<file path="src/rtl/ysyx_220053_trap_ctrl.sv">
// Trap sequencer: turns ecall, mret and timer interrupts at commit into CSR strobes and a fetch redirect.
// Latency: event commit at T, CSR strobe and flush at T+1, redirect valid from T+2; 3 cycles minimum IDLE to IDLE.
// Backpressure: redirect is held until redir_ready; trap_busy stalls upstream and commit inputs are ignored meanwhile.
module ysyx_220053_trap_ctrl #(
    parameter int XLEN  = 64,
    parameter int CNT_W = 32
) (
    input  logic             clk,
    input  logic             rst,
    input  logic             cmt_valid,
    input  logic             cmt_ecall,
    input  logic             cmt_mret,
    input  logic [XLEN-1:0]  cmt_pc,
    input  logic             irq_timer,
    input  logic             mstatus_mie,
    input  logic [XLEN-1:0]  mtvec_i,
    input  logic [XLEN-1:0]  mepc_i,
    output logic             ecall_o,
    output logic             mret_o,
    output logic [XLEN-1:0]  epc_o,
    output logic [XLEN-1:0]  cause_o,
    output logic             cmt_kill,
    output logic             flush_o,
    output logic             trap_busy,
    output logic             redir_valid,
    output logic [XLEN-1:0]  redir_pc,
    input  logic             redir_ready,
    output logic [CNT_W-1:0] trap_cnt
);

    typedef enum logic [1:0] {
        IDLE  = 2'd0,
        SAVE  = 2'd1,
        REDIR = 2'd2
    } state_e;

    typedef enum logic [1:0] {
        EV_NONE  = 2'd0,
        EV_IRQ   = 2'd1,
        EV_ECALL = 2'd2,
        EV_MRET  = 2'd3
    } ev_e;

    // Machine timer interrupt: interrupt bit set, exception code 7.
    localparam logic [XLEN-1:0] CAUSE_IRQ   = {1'b1, {(XLEN-4){1'b0}}, 3'b111};
    localparam logic [XLEN-1:0] CAUSE_ECALL = {{(XLEN-4){1'b0}}, 4'hb};

    state_e           state_q, state_d;
    ev_e              kind_q, kind_d;
    ev_e              ev;
    logic [XLEN-1:0]  epc_q, epc_d;
    logic [XLEN-1:0]  cause_q, cause_d;
    logic [CNT_W-1:0] cnt_q, cnt_d;
    logic [XLEN-1:0]  tvec_base;
    logic [XLEN-1:0]  tvec_off;
    logic [XLEN-1:0]  target;

    // Classify the retiring instruction; only looked at in IDLE, interrupt wins over ecall over mret.
    always_comb begin
        ev = EV_NONE;
        if (state_q == IDLE && cmt_valid) begin
            if (irq_timer && mstatus_mie) begin
                ev = EV_IRQ;
            end else if (cmt_ecall) begin
                ev = EV_ECALL;
            end else if (cmt_mret) begin
                ev = EV_MRET;
            end
        end
    end

    // Next-state, latched event kind, trap CSR values and trap counter.
    always_comb begin
        state_d = state_q;
        kind_d  = kind_q;
        epc_d   = epc_q;
        cause_d = cause_q;
        cnt_d   = cnt_q;
        case (state_q)
            IDLE: begin
                if (ev != EV_NONE) begin
                    state_d = SAVE;
                    kind_d  = ev;
                end
                if (ev == EV_IRQ) begin
                    epc_d   = cmt_pc;
                    cause_d = CAUSE_IRQ;
                end else if (ev == EV_ECALL) begin
                    epc_d   = cmt_pc;
                    cause_d = CAUSE_ECALL;
                end
            end
            SAVE: begin
                state_d = REDIR;
                if (kind_q == EV_IRQ || kind_q == EV_ECALL) begin
                    cnt_d = cnt_q + 1'b1;
                end
            end
            REDIR: begin
                if (redir_ready) begin
                    state_d = IDLE;
                end
            end
            default: begin
                state_d = IDLE;
            end
        endcase
    end

    // State and datapath registers; reset clears everything so no strobe survives it.
    always_ff @(posedge clk or posedge rst) begin
        if (rst) begin
            state_q <= IDLE;
            kind_q  <= EV_NONE;
            epc_q   <= '0;
            cause_q <= '0;
            cnt_q   <= '0;
        end else begin
            state_q <= state_d;
            kind_q  <= kind_d;
            epc_q   <= epc_d;
            cause_q <= cause_d;
            cnt_q   <= cnt_d;
        end
    end

    // Redirect target from live CSR values so the SAVE-cycle CSR write is always reflected.
    always_comb begin
        tvec_base = {mtvec_i[XLEN-1:2], 2'b00};
        tvec_off  = {{(XLEN-8){1'b0}}, cause_q[5:0], 2'b00};
        target    = tvec_base;
        if (kind_q == EV_MRET) begin
            target = mepc_i;
        end else if (kind_q == EV_IRQ && mtvec_i[1:0] == 2'b01) begin
            target = tvec_base + tvec_off;
        end
    end

    assign cmt_kill    = ~rst & (ev == EV_IRQ);
    assign ecall_o     = (state_q == SAVE) && (kind_q == EV_IRQ || kind_q == EV_ECALL);
    assign mret_o      = (state_q == SAVE) && (kind_q == EV_MRET);
    assign flush_o     = (state_q == SAVE);
    assign trap_busy   = (state_q != IDLE);
    assign redir_valid = (state_q == REDIR);
    assign redir_pc    = (state_q == REDIR) ? target : '0;
    assign epc_o       = epc_q;
    assign cause_o     = cause_q;
    assign trap_cnt    = cnt_q;

endmodule

</file>
<file path="config.mk">
export PLATFORM = sky130hd
export DESIGN_NAME = ysyx_220053_trap_ctrl
export DESIGN_NICKNAME = d
export VERILOG_FILES = /design/src/rtl/ysyx_220053_trap_ctrl.sv
export SDC_FILE = /design/constraint.sdc
export NUM_CORES = 1
export LEC_CHECK = 0
export BUFFER_PORTS_ARGS = -buffer_cell sky130_fd_sc_hd__buf_4
export CAP_MARGIN = 25
export CORE_AREA = 2 2 167 169
export DETAILED_ROUTE_END_ITERATION = 8
export DIE_AREA = 0 0 169 171
export GPL_TIMING_DRIVEN = 0
export PLACE_DENSITY = 0.63
export SETUP_SLACK_MARGIN = 0.2
export SYNTH_ARGS = -nofsm -noshare
export SYNTH_HDL_FRONTEND = slang
export SYNTH_SLANG_ARGS = --single-unit
</file>
<file path="constraint.sdc">
create_clock -name clk -period 3.8 [get_ports clk]
set_input_delay 0 -clock clk [delete_from_list [all_inputs] [get_ports clk]]
set_output_delay 0 -clock clk [all_outputs]
set_load 0.02 [all_outputs]
</file>
Word-level counts from Yosys, hierarchy flattened
Index checks and enable logic that the tools add are counted.
{"block": "word_totals", "reg_bits": 164, "latchBits": 0, "mem_bits_rw": 0, "mem_bits_ro": 0, "input_bits": 200, "out_inout_bits": 230, "wordCells": 47, "mem_count": 0}
{"block": "op_classes", "n_addsub": 2, "mul": 0, "div": 0, "order_cmp": 0, "eq_ne": 10, "shift": 0, "mux": 14, "bitwise_logic": 2, "n_reduce_logical": 14}
{"operator": "2-to-1 mux 64 bit", "count": 7}
{"operator": "adder 64 x 8 -> 64 bit", "count": 1}
{"operator": "adder 32 x 1 -> 32 bit (second input constant)", "count": 1}
{"operator": "2-to-1 mux 2 bit", "count": 6}
{"operator": "equality test 2 x 1 -> 1 bit (second input constant)", "count": 4}
{"operator": "equality test 2 bit (second input constant)", "count": 4}
{"operator": "AND reduction 2 bit", "count": 4}
{"operator": "case mux 2 bit (3 select lines)", "count": 1}
{"operator": "nonzero test 2 bit", "count": 3}
{"operator": "logical AND 1 bit", "count": 5}
{"operator": "!= test 2 x 1 -> 1 bit (second input constant)", "count": 2}
{"operator": "logical NOT 2 bit", "count": 1}
{"operator": "AND 1 bit", "count": 1}
{"operator": "logical OR 1 bit", "count": 1}
{"operator": "NOT 1 bit", "count": 1}

Longest topological paths before layout
{"block": "logic_depth", "depth_word": 7, "ltp_mapped": 11, "mapped_depth_nobuf": 9}

Worst setup path before layout
OpenSTA, ideal clock, no wires.
{"block": "synth_path", "kind": "reg2out", "start": "register cause_q[1], in the netlist cause_o[1]", "end": "output port redir_pc[24]", "arrival_ns": 2.788, "slack_ns": 1.012, "stages_incl_launch_ff": 11, "path_cell_list": "dfrtp_1 -> ha_1 -> inv_1 -> fa_1 -> nor2b_1 -> o221a_2 -> buf_2 -> nand2_1 -> or4_1 -> xor2_1 -> a21oi_1"}
{"block": "synth_via", "elab_chain_cells": 4}
{"element": "from (decl)", "line_no": "52", "rtl": "logic [XLEN-1:0] cause_q, cause_d;"}
{"element": "from (signal assigned)", "line_no": "122", "rtl": "cause_q <= cause_d;"}
{"element": "adder 64 x 8 -> 64 bit", "line_no": "135", "rtl": "target = tvec_base + tvec_off;"}
{"element": "2-to-1 mux 64 bit", "line_no": "134", "rtl": "end else if (kind_q == EV_IRQ && mtvec_i[1:0] == 2'b01) begin"}
{"element": "2-to-1 mux 64 bit", "line_no": "132", "rtl": "if (kind_q == EV_MRET) begin"}
{"element": "2-to-1 mux 64 bit", "line_no": "145", "rtl": "assign redir_pc = (state_q == REDIR) ? target : '0;"}
{"element": "to (decl)", "line_no": "26", "rtl": "output logic [XLEN-1:0] redir_pc,"}
No other way between the ends.

Worst setup path after layout
{"block": "layout_path", "start": "register kind_q[1]", "end": "output port redir_pc[63]"}
{"block": "layout_via", "elab_chain_cells": 5, "word_cells_on_any_way": 6, "cone_classes": "2 x eq/ne; 3 x mux; 1 x reduce/logical"}
{"element": "from (decl)", "line_no": "49", "rtl": "ev_e kind_q, kind_d;"}
{"element": "from (signal assigned)", "line_no": "120", "rtl": "kind_q <= kind_d;"}
{"element": "equality test 2 x 1 -> 1 bit", "line_no": "134"}
{"element": "logical AND 1 bit", "line_no": "134"}
{"element": "2-to-1 mux 64 bit", "line_no": "134"}
{"element": "2-to-1 mux 64 bit *", "line_no": "132"}
{"element": "2-to-1 mux 64 bit *", "line_no": "145"}
Mark *: on every way between the ends. The rest lies on a longest branch, timed or not.

==> results.md <==
* CP arrival at approximately 3.4 ns
* Worst Reg-to-Reg Cells at 8
* Non-Filler Instances at 1,740
* Leakage at about 5.7 nW
* Flops & latches, synth at roughly 100
* Minimum clock period at between 3 and 4 ns
* Proportion of synthesized area in mux cells at less than 1%
* Slowest stage cell on the critical path: nor4_1
* Maximum vdd drop at between 0.4 and 0.5 mV
* Largest net degree at the start of global routing at 68
* Yosys top cell by area: dfrtp_1
* Post-DP HPWL at roughly 24 mm
* TritonRoute pass-1 iters at 5
* Metal2 WL at 14.7 mm
* Wire per inst at between 15 and 20 um
* CP Launch Type: flop
* Die Span Y at 171 um
* Initial core utilization at 25.2%
* CP peak stage delay at 0.66 ns
* Hold slack at ~0.057 ns
* Ys flop type: dfrtp_1
* Worst skew pair latency at around 0.35 ns
* Tcrit/Tclk final at about nine tenths
* # setup viols final at 0
* Synth Area in Simple Gates at 28.6%
* Reg clk slew, reported paths at around 0.080 ns
* Syn_area_per_cell at a little under 8 um^2
* Share of flip-flops with an asynchronous set or reset at between 90% and 100%
* Post-Synth Adder-Cell Area at slightly below 2%
* Max Cap Viol at 0
* Final WS setup at 0.371 ns
* Status: finished, final reports clean
* Core area at roughly 27,000 um^2
* Port Buffers at 370
* Synth Area in XOR/XNOR at about 11%
* Synth area leaders: dfrtp_1 (37%), nand2_1 (14%), xnor2_1 (7.9%)
* Area of the mapped netlist at between 6000 and 7000 um^2
* Dpl ws at 0.646 ns
* Synth warn at 0
* Type of the worst min-delay path: input pin to flop
* Overall routing resource usage at approximately a fifth
* EDFF count, synth at 0
* Largest family of logic cells by synthesized area: simple AND/OR/NAND/NOR gates
* Initial antenna violation count at 0
* Final core utilization at between 40 and 50%
* Crit-path cells: inv_1, ha_1, nand4b_1, nor4_1, or4b_4, nor4_2, xnor2_1, a21oi_1, buf_4
* WP data required at around 3.8 ns
* Crit. End Element: primary output
* GR Overflow Total at 0
* CTS root buf: clkbuf_16
* Post-Route WL at slightly below 30 mm
* CTS tree: done
* I/O pin count at 430
* RSZ-0062 raised after global routing: true
* Die area at 28,900 um^2
* Total Nets Final at approximately 1,600
* Max Buffers Root-to-Sink at 2
* Slew Limit Fails at 0
* Layout cells sized above 1 at between 30% and 40%
* DR vias at 7,975
* Clk_skew at 0.0115 ns
* RePlAce Congestion at between 0.9 and 1
* Top routing layer used: met4
* Fin area at 11,300 um^2
* H-tree levels at 3
* Rel. slew slack at a little under half
* Met3 wire length at approximately 2.1 mm
* Fin. Hold Viols at 0
* Hold path depth at 3
* Placed inst area at roughly 10,000 um^2
* Routed vias/inst at ~4.6
* Post-synthesis sequential area ratio at between 30% and 40%
* Antenna cells at 0
* CTS Buf Count at 9
* CP Max Fanout at 4
* Placed insts at 1,656
* FMAX at roughly 0.3 GHz
* PD cells at 553 nW/um^2
* Slew @ Worst Pin at ~0.8 ns
* Yosys top cell area share at 37.4%
* Iter 0 DRT Violations at between 400 and 500
* Final ANT Viol Nets at 0
* Cells after synthesis at approximately 880
* Die Wd at about 170 um
* Worst Setup Path Type: flop to primary output
* WL met1 at about 12 mm
* Synth cell types at 54
* CTS sink count at a little over 100
* FP Rows at 61
* DRC at 0
* Layout area overhead at 64.3%
* Number of global-route vias before repair at between 7,000 and 8,000
* First-pass GRT wire length at around 44 mm
* Synth Area in Compound Gates at 9.69%
* Worst R2R Setup Slack at between 0.7 and 0.8 ns
[timing repair]
action	4_1_cts	5_1_grt
hold buffers	66	0
buffers inserted	0	2
gates resized for setup	0	1
endpoints found under the setup margin	0	7
hold endpoints to repair	101	0
[cell families after synthesis]
logic type | count (synthesis)
xor gates and xnor gates | 88
and+or+nand+nor | 425
AOI/OAI and AO/OA | 127
muxes | 5
adders and majority gates | 10
DFF | 103
buffers and inverters | 122
other | 1
[layout make-up]
type                    count  area (um^2)
clock buffers               9          225
plain buffers             100          638
multi-input cells         714         3820
flip-flops and latches    103         2580
clock inverters             7         66.3
fillers                  2752        16000
well taps                 346          433
inverters                  22         85.1
repair buffers            439         3480
[worst max-delay path: cells and delay by family (launching register included)]
kind	cells	cell delay, ns
compound gates	1	0.24
buf+inv	2	0.28
flops	1	0.38
fa+ha+maj	1	0.26
xor+xnor	1	0.10
simple gates	4	1.83
[layer usage]
layer | vias up | global-route usage [%]
li1 | 3837 | -
met1 | 3719 | 22.8
met2 | 368 | 35.1
met3 | 51 | 3.77
met4 | 0 | 8.29
met5 | - | 0
[flip-flops by register name, indices dropped and copies added (netlist names)]
name      flops
epc_o        64
kind_q        2
cause_o       3
trap_cnt     32
state_q       2
[power by group]
group / switching, mW / internal, mW / total, mW
Sequential: 0.259 / 1.47 / 1.73
Combinational: 2.22 / 1.38 / 3.60
Clock: 0.472 / 0.461 / 0.933
[cell usage in the layout, fill, tap and decap left out, types with 4 or more instances in the layout]
cell,instances
dlygate4sd3_1,66
xor2_1,26
nand2_1,251
dfrtp_1,103
and3_1,12
xnor2_1,62
nor2b_1,4
nand4_1,24
a21oi_1,60
clkbuf_16,9
inv_1,20
nor2_1,39
nor4_1,14
and4_1,9
o21ai_0,57
buf_1,5
nand3_1,28
buf_4,433
nor3_1,16
clkbuf_1,26
ha_1,9
buf_2,5
conb_1,59
mux2i_1,5
[metrics by stage]
stage | power [mW] | setup TNS, ns
global route | 6.69 | 0
floorplan | 3.63 | 0
detailed placement | 5.30 | 0
global placement | 5.26 | -34.11
finish | 6.27 | 0
CTS | 6.32 | 0
[synth_stat cells, types with 2 or more instances]
library cell / number
and3_2: 2
nor2_1: 39
nand2_1: 251
ha_1: 9
nand4_1: 24
mux2i_1: 5
xor2_1: 26
and3_1: 12
clkbuf_8: 2
nand4_2: 2
nor4_1: 15
a21oi_1: 60
and2_1: 3
o21ai_0: 57
clkbuf_1: 26
a211oi_1: 2
o22ai_1: 2
inv_1: 21
or3_1: 3
nand3_1: 28
xnor2_1: 62
buf_4: 61
nand2b_1: 2
buf_1: 5
dfrtp_1: 103
nor3_1: 16
nor2b_1: 4
buf_2: 5
and4_1: 9
[final timing paths]
kind	startpoint	endpoint
max	kind_q[1]	redir_pc[63]
max in group asynchronous	rst	trap_cnt[1]
min reg2reg	epc_o[56]	epc_o[56]
max reg2reg	state_q[0]	epc_o[12]
min	cmt_valid	kind_q[0]
min in group asynchronous	rst	epc_o[30]
Power figures use the tool's default switching activity.
